**src/rtl/mem_arbiter_pkg.sv**
```systemverilog
// Shared definitions for the two-requester memory arbiter.
//   - state_t  : arbiter FSM encoding (IDLE / ISSUE / WAIT)
//   - req_id_t : requester identity, also used as the round-robin pointer
//   - DEF_DATA_W / DEF_ADDR_W : default data and address widths
package mem_arbiter_pkg;

  localparam int DEF_DATA_W = 18;
  localparam int DEF_ADDR_W = 13;

  typedef enum logic [1:0] {
    ST_IDLE  = 2'd0,
    ST_ISSUE = 2'd1,
    ST_WAIT  = 2'd2
  } state_t;

  typedef enum logic {
    REQ_A = 1'b0,
    REQ_B = 1'b1
  } req_id_t;

endpackage

```
**src/rtl/mem_arbiter.sv**
```systemverilog
// Two-requester arbiter in front of a single shared memory port.
// One transaction is served at a time: IDLE grants, ISSUE drives the
// memory command for one cycle, and reads then sit in WAIT for RD_LAT
// cycles before the returned word is handed to the requester.
//
// Ports
//   clk, rst                    : clock, synchronous active-high reset
//   a_req/a_we/a_addr/a_wdata   : requester A command (held until a_ack)
//   a_ack, a_rdata, a_rvalid    : requester A issue pulse, read data, data-valid pulse
//   b_*                         : same for requester B
//   mem_addr, mem_wdata         : shared memory address / write data
//   mem_re, mem_we              : shared memory read / write strobes (ISSUE only)
//   mem_rdata                   : shared memory read data, valid RD_LAT cycles after mem_re
module mem_arbiter
  import mem_arbiter_pkg::*;
#(
  parameter int DATA_W = DEF_DATA_W,
  parameter int ADDR_W = DEF_ADDR_W,
  parameter int RD_LAT = 1
) (
  input  logic              clk,
  input  logic              rst,

  input  logic              a_req,
  input  logic              a_we,
  input  logic [ADDR_W-1:0] a_addr,
  input  logic [DATA_W-1:0] a_wdata,
  output logic              a_ack,
  output logic [DATA_W-1:0] a_rdata,
  output logic              a_rvalid,

  input  logic              b_req,
  input  logic              b_we,
  input  logic [ADDR_W-1:0] b_addr,
  input  logic [DATA_W-1:0] b_wdata,
  output logic              b_ack,
  output logic [DATA_W-1:0] b_rdata,
  output logic              b_rvalid,

  output logic [ADDR_W-1:0] mem_addr,
  output logic [DATA_W-1:0] mem_wdata,
  output logic              mem_re,
  output logic              mem_we,
  input  logic [DATA_W-1:0] mem_rdata
);

  localparam int              CNT_W    = (RD_LAT > 1) ? $clog2(RD_LAT) : 1;
  localparam logic [CNT_W-1:0] CNT_LAST = CNT_W'(RD_LAT - 1);

  state_t            state, state_nxt;
  req_id_t           prio, prio_nxt;
  req_id_t           owner, owner_nxt;
  logic              op_we, op_we_nxt;
  logic [CNT_W-1:0]  cnt, cnt_nxt;
  logic              grant_b;

  logic              a_ack_nxt, b_ack_nxt, a_rvalid_nxt, b_rvalid_nxt;
  logic              mem_re_nxt, mem_we_nxt;
  logic [ADDR_W-1:0] mem_addr_nxt;
  logic [DATA_W-1:0] mem_wdata_nxt, a_rdata_nxt, b_rdata_nxt;

  always_comb begin
    // NOTE: every signal written here gets a default first, so no path
    // through the case can leave one unassigned and infer a latch.
    state_nxt     = state;
    prio_nxt      = prio;
    owner_nxt     = owner;
    op_we_nxt     = op_we;
    cnt_nxt       = cnt;
    mem_addr_nxt  = mem_addr;
    mem_wdata_nxt = mem_wdata;
    a_rdata_nxt   = a_rdata;
    b_rdata_nxt   = b_rdata;
    a_ack_nxt     = 1'b0;
    b_ack_nxt     = 1'b0;
    a_rvalid_nxt  = 1'b0;
    b_rvalid_nxt  = 1'b0;
    mem_re_nxt    = 1'b0;
    mem_we_nxt    = 1'b0;
    // B wins when it is the only requester, or on a tie when it holds priority.
    grant_b       = b_req && (!a_req || (prio == REQ_B));

    unique case (state)
      ST_IDLE: begin
        if (a_req || b_req) begin
          owner_nxt     = grant_b ? REQ_B : REQ_A;
          prio_nxt      = grant_b ? REQ_A : REQ_B;
          op_we_nxt     = grant_b ? b_we    : a_we;
          mem_addr_nxt  = grant_b ? b_addr  : a_addr;
          mem_wdata_nxt = grant_b ? b_wdata : a_wdata;
          // Ack and strobes are registered so they line up with the ISSUE cycle.
          a_ack_nxt     = !grant_b;
          b_ack_nxt     = grant_b;
          mem_we_nxt    = op_we_nxt;
          mem_re_nxt    = !op_we_nxt;
          state_nxt     = ST_ISSUE;
        end
      end
      ST_ISSUE: begin
        cnt_nxt   = '0;
        state_nxt = op_we ? ST_IDLE : ST_WAIT;
      end
      ST_WAIT: begin
        if (cnt == CNT_LAST) begin
          state_nxt = ST_IDLE;
          if (owner == REQ_B) begin
            b_rdata_nxt  = mem_rdata;
            b_rvalid_nxt = 1'b1;
          end else begin
            a_rdata_nxt  = mem_rdata;
            a_rvalid_nxt = 1'b1;
          end
        end else begin
          cnt_nxt = cnt + CNT_W'(1);
        end
      end
      default: state_nxt = ST_IDLE;
    endcase
  end

  always_ff @(posedge clk) begin
    // NOTE: state registers use non-blocking assignments so every flop
    // samples pre-edge values regardless of statement order.
    if (rst) begin
      state     <= ST_IDLE;
      prio      <= REQ_A;
      owner     <= REQ_A;
      op_we     <= 1'b0;
      cnt       <= '0;
      a_ack     <= 1'b0;
      b_ack     <= 1'b0;
      a_rvalid  <= 1'b0;
      b_rvalid  <= 1'b0;
      a_rdata   <= '0;
      b_rdata   <= '0;
      mem_re    <= 1'b0;
      mem_we    <= 1'b0;
      mem_addr  <= '0;
      mem_wdata <= '0;
    end else begin
      state     <= state_nxt;
      prio      <= prio_nxt;
      owner     <= owner_nxt;
      op_we     <= op_we_nxt;
      cnt       <= cnt_nxt;
      a_ack     <= a_ack_nxt;
      b_ack     <= b_ack_nxt;
      a_rvalid  <= a_rvalid_nxt;
      b_rvalid  <= b_rvalid_nxt;
      a_rdata   <= a_rdata_nxt;
      b_rdata   <= b_rdata_nxt;
      mem_re    <= mem_re_nxt;
      mem_we    <= mem_we_nxt;
      mem_addr  <= mem_addr_nxt;
      mem_wdata <= mem_wdata_nxt;
    end
  end

endmodule

```
**config.mk**
```make
export PLATFORM = sky130hd
export DESIGN_NAME = mem_arbiter
export DESIGN_NICKNAME = d
export VERILOG_FILES = /design/src/rtl/mem_arbiter_pkg.sv /design/src/rtl/mem_arbiter.sv
export SDC_FILE = /design/constraint.sdc
export NUM_CORES = 1
export LEC_CHECK = 0
export BUFFER_PORTS_ARGS = -buffer_cell sky130_fd_sc_hd__buf_2
export CAP_MARGIN = 20
export CORE_MARGIN = 2
export CORE_UTILIZATION = 29
export CTS_CLUSTER_DIAMETER = 40
export DETAILED_ROUTE_END_ITERATION = 16
export SLEW_MARGIN = 15
export SYNTH_ARGS = -nofsm -noshare
export SYNTH_HDL_FRONTEND = slang
export SYNTH_SLANG_ARGS = --single-unit
```
**constraint.sdc**
```tcl
create_clock -name clk -period 3.11 [get_ports clk]
set_input_delay 0.622 -clock clk [delete_from_list [all_inputs] [get_ports clk]]
set_output_delay 0.622 -clock clk [all_outputs]
set_load 0.05 [all_outputs]
```
==> flow_metrics.tcl, run 1 <==
set metrics [dict create \
    tns_ps 0 \
    final_common_cell "buf_2" \
    max_slew_margin_pct 45.8 \
    num_vias 3351 \
    cts_buffer_depth 2 \
    worstPathRequired_ps 3400 \
    yosysTopAreaCellShare_pct 49.6 \
    clk_pin_slew_worst_paths_ps 90 \
    cap_violations 0 \
    die_x_um 108 \
    wl_um 9760 \
    crit_type "register to register" \
    synth_top_family_by_area "simple AND/OR/NAND/NOR gates" \
    p_per_area_nw_per_um2 575 \
    chipHeight_um 108 \
    fillCellCount 1136 \
    cts_tree "done" \
    die_area_um2 11700 \
    arrival_ps 2170 \
    cts_made_buffers 9 \
    cts_resized 0 \
    drc 0 \
    p_leak_nw 1.79 \
    setup_viol 0 \
    period_share_pct 60.5 \
    coreArea_um2 10700 \
    ys_ff_latch 78 \
    grt_first_pass_wirelength_um 15000 \
    grt_use_total_pct 16.5 \
    layout.cells.non_filler 660 \
    routedWlPerCell_um 14.8 \
    timing.hold.ws_ps 417 \
    fin_worst_skew_ps 10.2 \
    startpoint_type "register" \
    yosys.area.top_type "dfxtp_1" \
    fin_area_um2 4180 \
    routabilityCongestion 0.768 \
    synthAdderAreaFrac_pct 0 \
    cts.hold.buffers_added 0 \
    hp-class "register to register" \
    drt_iter0_drc 183 \
    synth.yosys.seq_area_share_pct 49.6 \
    synth-simple-area-share_pct 24.3 \
    synth_xor_area_share_pct 0 \
    area_delta_synth_final_pct 32.8 \
    start_util_pct 29.5 \
    post_cts_buffers 0 \
    worst_slew_pin_slew_ps 812 \
    clock_latency_ps 360 \
    yosys-top-cells-area "dfxtp_1 50%, nand2_1 8.6%, a31oi_1 6.2%" \
    antenna_cells 0 \
    synth.distinct_cells 31 \
    yosys-mux-area-fraction_pct 0 \
    pin_count 159 \
    post_dp_cell_area_um2 3980 \
    netlist_area_um2 3150 \
    mostFrequentLayoutCells "158 x buf_2, 78 x dfxtp_1, 72 x nand2_1" \
    first_pass_iters 6 \
    avgSynthCellArea_um2 8.36 \
    yosysWarnings 0 \
    ir_drop_mv 0.215 \
    end_kind "register" \
    grt-ovfl-total 0 \
    path_max_fanout 19 \
    grt_pass1_vias 3067 \
    hold_viol 0 \
    viasPerCell 5.08 \
    fin_nets 601 \
    synth_fp_nets 463 \
    antenna_found_initial 0 \
    io_buffer_count 158 \
    status "complete, no violations" \
    ctsHtreeMaxLevel 3 \
    post-route-min-period_ps 1880 \
    root_buffer "clkbuf_8" \
    clock.fmax_mhz 532 \
    drive_gt1_share_pct 37.1 \
    finalPower_mw 2.41 \
    placed_cells 644 \
    drv_slew 0 \
    antenna_left 0 \
    rsz0062_at_grt "false" \
    hpwl_um 6750 \
    fp-row-count 38 \
    cts_sinks 78 \
    grt_start_max_net_pins 41 \
    synthCells 377 \
    synth_compound_area_share_pct 19.4 \
]
kinds of logic (layout without fill, tap and decap cells):
| family | after synthesis | in the layout |
|---|---|---|
| AO/OA/AOI/OAI | 107 | 107 |
| buffers and inverters | 39 | 182 |
| flip-flops | 78 | 78 |
| AND/OR/NAND/NOR | 153 | 153 |
cell usage after synthesis (all sizes together):
cell type  count
dfxtp         78
nor3           1
a311oi         1
nor2           6
or2            1
clkbuf        19
or3b           1
nand3b         1
a21bo          1
buf           20
a31oi         31
nand2         73
and3           2
nor4b          1
o21ai         33
a21oi         38
a211oi         1
a21boi         1
nor3b          1
o21ba          1
and3b          1
nand4         31
nand2b         1
nand3         33
state kept, by name, summed over array words and instances (netlist names):
signal and flops:
a_rdata 18, b_rdata 18, mem_wdata 18, mem_addr 13, state 2, a_ack 1
a_rvalid 1, b_ack 1, b_rvalid 1, mem_re 1, mem_we 1, op_we 1
owner 1, prio 1
final timing paths:
| check | startpoint | end | slack (ps) | depth (start not counted) |
|---|---|---|---|---|
| worst max-delay path | state[0]$_SDFFE_PP0P_ | mem_addr[9]$_SDFFE_PP0P_ | 1230 | 4 |
| worst min-delay path | op_we$_SDFFE_PP0P_ | state[1]$_SDFFE_PP0P_ | 420 | 1 |
| worst max register to register | state[0]$_SDFFE_PP0P_ | mem_addr[9]$_SDFFE_PP0P_ | 1230 | 4 |
| worst min register to register | op_we$_SDFFE_PP0P_ | state[1]$_SDFFE_PP0P_ | 420 | 1 |
power breakdown:
group / internal, mW / total, mW / switching [mW]
registers: 1.05 / 1.09 / 0.0331
clock network: 0.382 / 0.798 / 0.416
logic: 0.148 / 0.522 / 0.373
stage by stage:
step | utilization (%) | setup WS (ps)
after floorplan | - | 1530
after global placement | 37.2 | 1030
after detailed placement | 37.2 | 987
after CTS | 39.1 | 1240
after global routing | 39.1 | 1130
final | 39.1 | 1230
metal layers:
layer	share of wire [%]	global-route usage [%]
met3	12	6.57
met5	0	0
met1	42	20.4
met4	1.2	4.95
met2	45	26.3
critical path: stages (launching register included):
cell and delay, ps:
dfxtp_1 550, or2_1 540, buf_4 350, o21ai_0 140, a31oi_1 200
area by class of cell:
type	count	area (um^2)	area share (%)
multi-input combinational	260	1380	33.0
timing repair buffer	166	863	20.6
sequential	78	1560	37.3
clock buffer	9	124	2.96
clock inverter	7	81.3	1.94
tap	140	175	4.19
No activity file was read; power rests on OpenSTA's default activity.
==> run 2: changes to the inputs <==
==> constraint.sdc (replaced) <==
create_clock -name clk -period 1.8 [get_ports clk]
set_input_delay 0.36 -clock clk [delete_from_list [all_inputs] [get_ports clk]]
set_output_delay 0.36 -clock clk [all_outputs]
set_load 0.05 [all_outputs]
==> flow_metrics.tcl, run 2 (synthesis results as in run 1) <==
set metrics [dict create \
    p_leak_nw 1.82 \
    end_kind "register" \
    cpPeakStageDelay_ps 680 \
    cts.hold.buffers_added 0 \
    worstPathRequired_ps 2030 \
    crit_family "simple AND/OR/NAND/NOR gates" \
    startpoint "state[1]$_SDFFE_PP0P_" \
    cts_resized 0 \
    cts_tree "done" \
    arrival_ps 1790 \
    die_area_um2 11700 \
    drv_slew 0 \
    coreArea_um2 10700 \
    die_x_um 108 \
    viasPerCell 5.13 \
    reg.largest.list "a_rdata (18), b_rdata (18), mem_wdata (18)" \
    max_slew_margin_pct 55.8 \
    crit_type "register to register" \
    drive_gt1_share_pct 37.3 \
    ctsHtreeMaxLevel 3 \
    status "complete, no violations" \
    grt_use_total_pct 16.7 \
    fin_worst_skew_ps 6.55 \
    grt-ovfl-total 0 \
    p_per_area_nw_per_um2 1030 \
    drc 0 \
    cts_made_buffers 9 \
    num_vias 3401 \
    r2r_start "state[1]$_SDFFE_PP0P_" \
    period_share_pct 86.7 \
    reg2regPathDepth 3 \
    worst_slew_pin_slew_ps 663 \
    r2r_end "a_rdata[16]$_SDFFE_PP0P_" \
    grt_start_max_net_pins 44 \
    io_buffer_count 158 \
    hpwl_um 6850 \
    cap_violations 0 \
    routedWlPerCell_um 14.9 \
    startpoint_type "register" \
    area_delta_synth_final_pct 35.3 \
    regArea_um2 1560 \
    grt_pass1_vias 3225 \
    clock_latency_ps 340 \
    cts_buffer_depth 2 \
    chipHeight_um 108 \
    hold_start "mem_rdata[3]" \
    drt_iter0_drc 227 \
    root_buffer "clkbuf_8" \
    post_cts_buffers 0 \
    final_common_cell "buf_2" \
    tns_ps 0 \
    fp-row-count 38 \
    path_max_fanout 19 \
    worst-r2r-setup-slack_ps 240 \
    fin_nets 604 \
    pin_count 159 \
    fillCellCount 1118 \
    clk_pin_slew_worst_paths_ps 80 \
    antenna_found_initial 0 \
    mostFrequentLayoutCells "158 x buf_2, 78 x dfxtp_1, 72 x nand2_1" \
    cp_num_cells 3 \
    finalPower_mw 4.37 \
    grt_first_pass_wirelength_um 15500 \
    clock.fmax_mhz 641 \
    multi_input_area_um2 1380 \
    rsz0062_at_grt "false" \
    setup_viol 0 \
    first_pass_iters 4 \
    start_util_pct 29.5 \
    hp-class "input port to register" \
    cp_slowest_cell "or3b_1" \
    hold_viol 0 \
    post-route-min-period_ps 1560 \
    antenna_cells 0 \
    final.setup.worst_slack_ps 240 \
    crit_end "a_rdata[16]$_SDFFE_PP0P_" \
    wl_um 9900 \
    routabilityCongestion 0.777 \
    pre_cts_slack_ps 248 \
    cp_cell_sequence "or3b_1, nand2_1, a21oi_1" \
    cp_num_buf_inv 0 \
    cts_sinks 78 \
    ir_drop_mv 0.397 \
    antenna_left 0 \
]
==> run 2: cell types whose count changed in the layout (fill, tap and decap cells not counted) <==
cell        previous run  this run
clkinvlp_4             1         2
clkinv_2               0         1
clkinv_4               2         0
inv_6                  3         0
buf_12                 1         3
clkbuf_1               0         1
buf_4                  7         8
bufinv_16              1         3
==> run 2: layer usage <==
metal	global-route usage [%]	vias to the layer above	wire length, um	part of all wire [%]
li1	-	1627	-	-
met1	21.2	1567	4240	43
met2	25.9	191	4450	45
met3	5.36	16	1060	11
met4	7.60	0	149	1.5
met5	0	-	0	0
==> run 2: metrics by stage <==
stage | instances | cell area, um^2 | hold slack [ps] | utilization (%)
5_1_grt | 663 | 4260 | 242 | 39.9
3_3_place_gp | 647 | 4030 | 422 | 37.6
6_report | 663 | 4260 | 259 | 39.9
2_1_floorplan | 377 | 3150 | 390 | -
4_1_cts | 663 | 4260 | 233 | 39.9
3_5_place_dp | 647 | 4030 | 435 | 37.6
==> run 2: worst register-to-register path, stage by stage (launching register included) <==
cell,delay (ps)
dfxtp_1,510
or3b_1,690
nand2_1,180
a21oi_1,80
==> run 2: cell type report <==
type                            instances  share of cell area [%]
Clock buffer                           10                    2.99
Sequential cell                        78                    36.6
Timing Repair Buffer                  169                    21.4
Multi-Input combinational cell        260                    32.3
Tap cell                              140                    4.11
Clock inverter                          6                    2.58
==> run 2: how the worst min path moves through the flow <==
stage | cells after the start | endpoint
2_1_floorplan | 1 | state[1]$_SDFFE_PP0P_
3_3_place_gp | 1 | state[1]$_SDFFE_PP0P_
3_5_place_dp | 1 | state[1]$_SDFFE_PP0P_
4_1_cts | 3 | b_rdata[3]$_SDFFE_PP0P_
5_1_grt | 3 | b_rdata[3]$_SDFFE_PP0P_
6_report | 3 | a_rdata[3]$_SDFFE_PP0P_
==> run 2: power by group <==
part	leakage (nW)	switching (mW)	internal (mW)
Sequential	0.636	0.0564	1.82
Combinational	1.07	0.653	0.268
Clock	0.112	0.652	0.920
Total	1.82	1.36	3.01
==> run 3: changes to the inputs <==
--- a/config.mk
+++ b/config.mk
@@ -8,9 +8,12 @@
 export BUFFER_PORTS_ARGS = -buffer_cell sky130_fd_sc_hd__buf_2
 export CAP_MARGIN = 20
 export CORE_MARGIN = 2
-export CORE_UTILIZATION = 29
+export CORE_UTILIZATION = 45
+export CTS_BUF_LIST = sky130_fd_sc_hd__clkbuf_16
 export CTS_CLUSTER_DIAMETER = 40
 export DETAILED_ROUTE_END_ITERATION = 16
+export PLACE_DENSITY = 0.79
+export RECOVER_POWER = 25
 export SLEW_MARGIN = 15
 export SYNTH_ARGS = -nofsm -noshare
 export SYNTH_HDL_FRONTEND = slang
==> flow_metrics.tcl, run 3 (synthesis results as in run 1) <==
set metrics [dict create \
    status "complete, no violations" \
    hpwl_um 6200 \
    max_slew_margin_pct 49.0 \
    placed_cells 605 \
    io_buffer_count 158 \
    antenna_left 0 \
    grt_first_pass_wirelength_um 13700 \
    grt_pass1_vias 2934 \
    drv_slew 0 \
    arrival_ps 1760 \
    grt_use_met2_pct 36.3 \
    crit_type "register to register" \
    grtUsageMet1_pct 28.5 \
    fin_util_pct 62.1 \
    routedWlPerCell_um 14.6 \
    area_delta_synth_final_pct 34.0 \
    reg.largest.list "a_rdata (18), b_rdata (18), mem_wdata (18)" \
    post_cts_buffers 0 \
    final_common_cell "buf_2" \
    cp_cell_sequence "nand3b_1, nand2_1, a21oi_1" \
    setup_viol 0 \
    antenna_cells 0 \
    cts_sinks 78 \
    worstPathRequired_ps 2000 \
    end_kind "register" \
    start_util_pct 46.4 \
    cts_tree "done" \
    cp_slowest_cell "nand3b_1" \
    cts_made_buffers 9 \
    cts_buffer_depth 2 \
    timing.hold.ws_ps 282 \
    mostFrequentLayoutCells "126 x buf_2, 78 x dfxtp_1, 72 x nand2_1" \
    hp-class "input port to register" \
    chipHeight_um 87.7 \
    grt_use_total_pct 22.3 \
    wl_um 9050 \
    fp-row-count 30 \
    drc 0 \
    post_dp_cell_area_um2 3970 \
    drt_iter0_drc 166 \
    path_max_fanout 19 \
    drive_gt1_share_pct 31.0 \
    grt-busiest-layer "met2" \
    finalPower_mw 4.53 \
    hold_viol 0 \
    first_pass_iters 4 \
    post-route-min-period_ps 1560 \
    period_share_pct 86.8 \
    cts.hold.buffers_added 0 \
    fin_area_um2 4220 \
    ctsHtreeMaxLevel 3 \
    layout.cells.non_filler 621 \
    tns_ps 0 \
    p_leak_nw 1.72 \
    p_per_area_nw_per_um2 1070 \
    cap_violations 0 \
    pre_cts_slack_ps 283 \
    viasPerCell 5.44 \
    coreArea_um2 6790 \
    crit_family "simple AND/OR/NAND/NOR gates" \
    grt_start_max_net_pins 44 \
    ir_drop_mv 0.602 \
    cpPeakStageDelay_ps 590 \
    die_x_um 87.7 \
    startpoint_type "register" \
    clock_latency_ps 320 \
    root_buffer "clkbuf_16" \
    fin_worst_skew_ps 4.18 \
    worst_slew_pin_slew_ps 763 \
    fillCellCount 627 \
    num_vias 3381 \
    die_area_um2 7690 \
    routabilityCongestion 0.774 \
    fin_nets 606 \
    final.setup.worst_slack_ps 238 \
    pin_count 159 \
    cts_resized 0 \
    clock.fmax_mhz 640 \
    clk_pin_slew_worst_paths_ps 60 \
    cp_num_buf_inv 0 \
    met3_usage_pct 5.47 \
    grt-ovfl-total 0 \
    antenna_found_initial 0 \
    rsz0062_at_grt "false" \
]
## run 3: cell count changes in the layout (fill, tap and decap cells not counted), sizes merged
cell and change:
buf -30, bufinv -2, clkbuf +31, clkinv +5, clkinvlp -2
## run 3: cell type report
cell class	count	area, um^2	share of cell area, %
flip-flops and latches	78	1560	37.0
multi-input cells	260	1380	32.6
repair buffers	171	873	20.7
clock buffers	9	225	5.34
well taps	96	120	2.85
clock inverters	7	65.1	1.54
## run 3: final timing paths
path / start / to / slack (ps) / cells past startpoint
worst min register to register: op_we$_SDFFE_PP0P_ / state[1]$_SDFFE_PP0P_ / 430 / 1
worst max-delay path: state[1]$_SDFFE_PP0P_ / b_rdata[17]$_SDFFE_PP0P_ / 240 / 3
worst max register to register: state[1]$_SDFFE_PP0P_ / b_rdata[17]$_SDFFE_PP0P_ / 240 / 3
worst min-delay path: mem_rdata[0] / b_rdata[0]$_SDFFE_PP0P_ / 280 / 3
## run 3: worst min-delay path, delay by kind of cell
kind,cells,cell delay [ps]
compound gates,1,50
buf+inv,1,100
simple gates,1,50
## run 3: layer usage
layer | part of all wire [%] | vias up
li1 | - | 1639
met5 | 0 | -
met4 | 0.81 | 0
met3 | 9.1 | 8
met1 | 44 | 1554
met2 | 46 | 180
## run 3: report_power, final
group | internal (mW) | leakage (nW) | switching (mW)
Clock | 1.06 | 0.144 | 0.684
Sequential | 1.82 | 0.636 | 0.0553
Combinational | 0.258 | 0.941 | 0.645
Total | 3.15 | 1.72 | 1.38
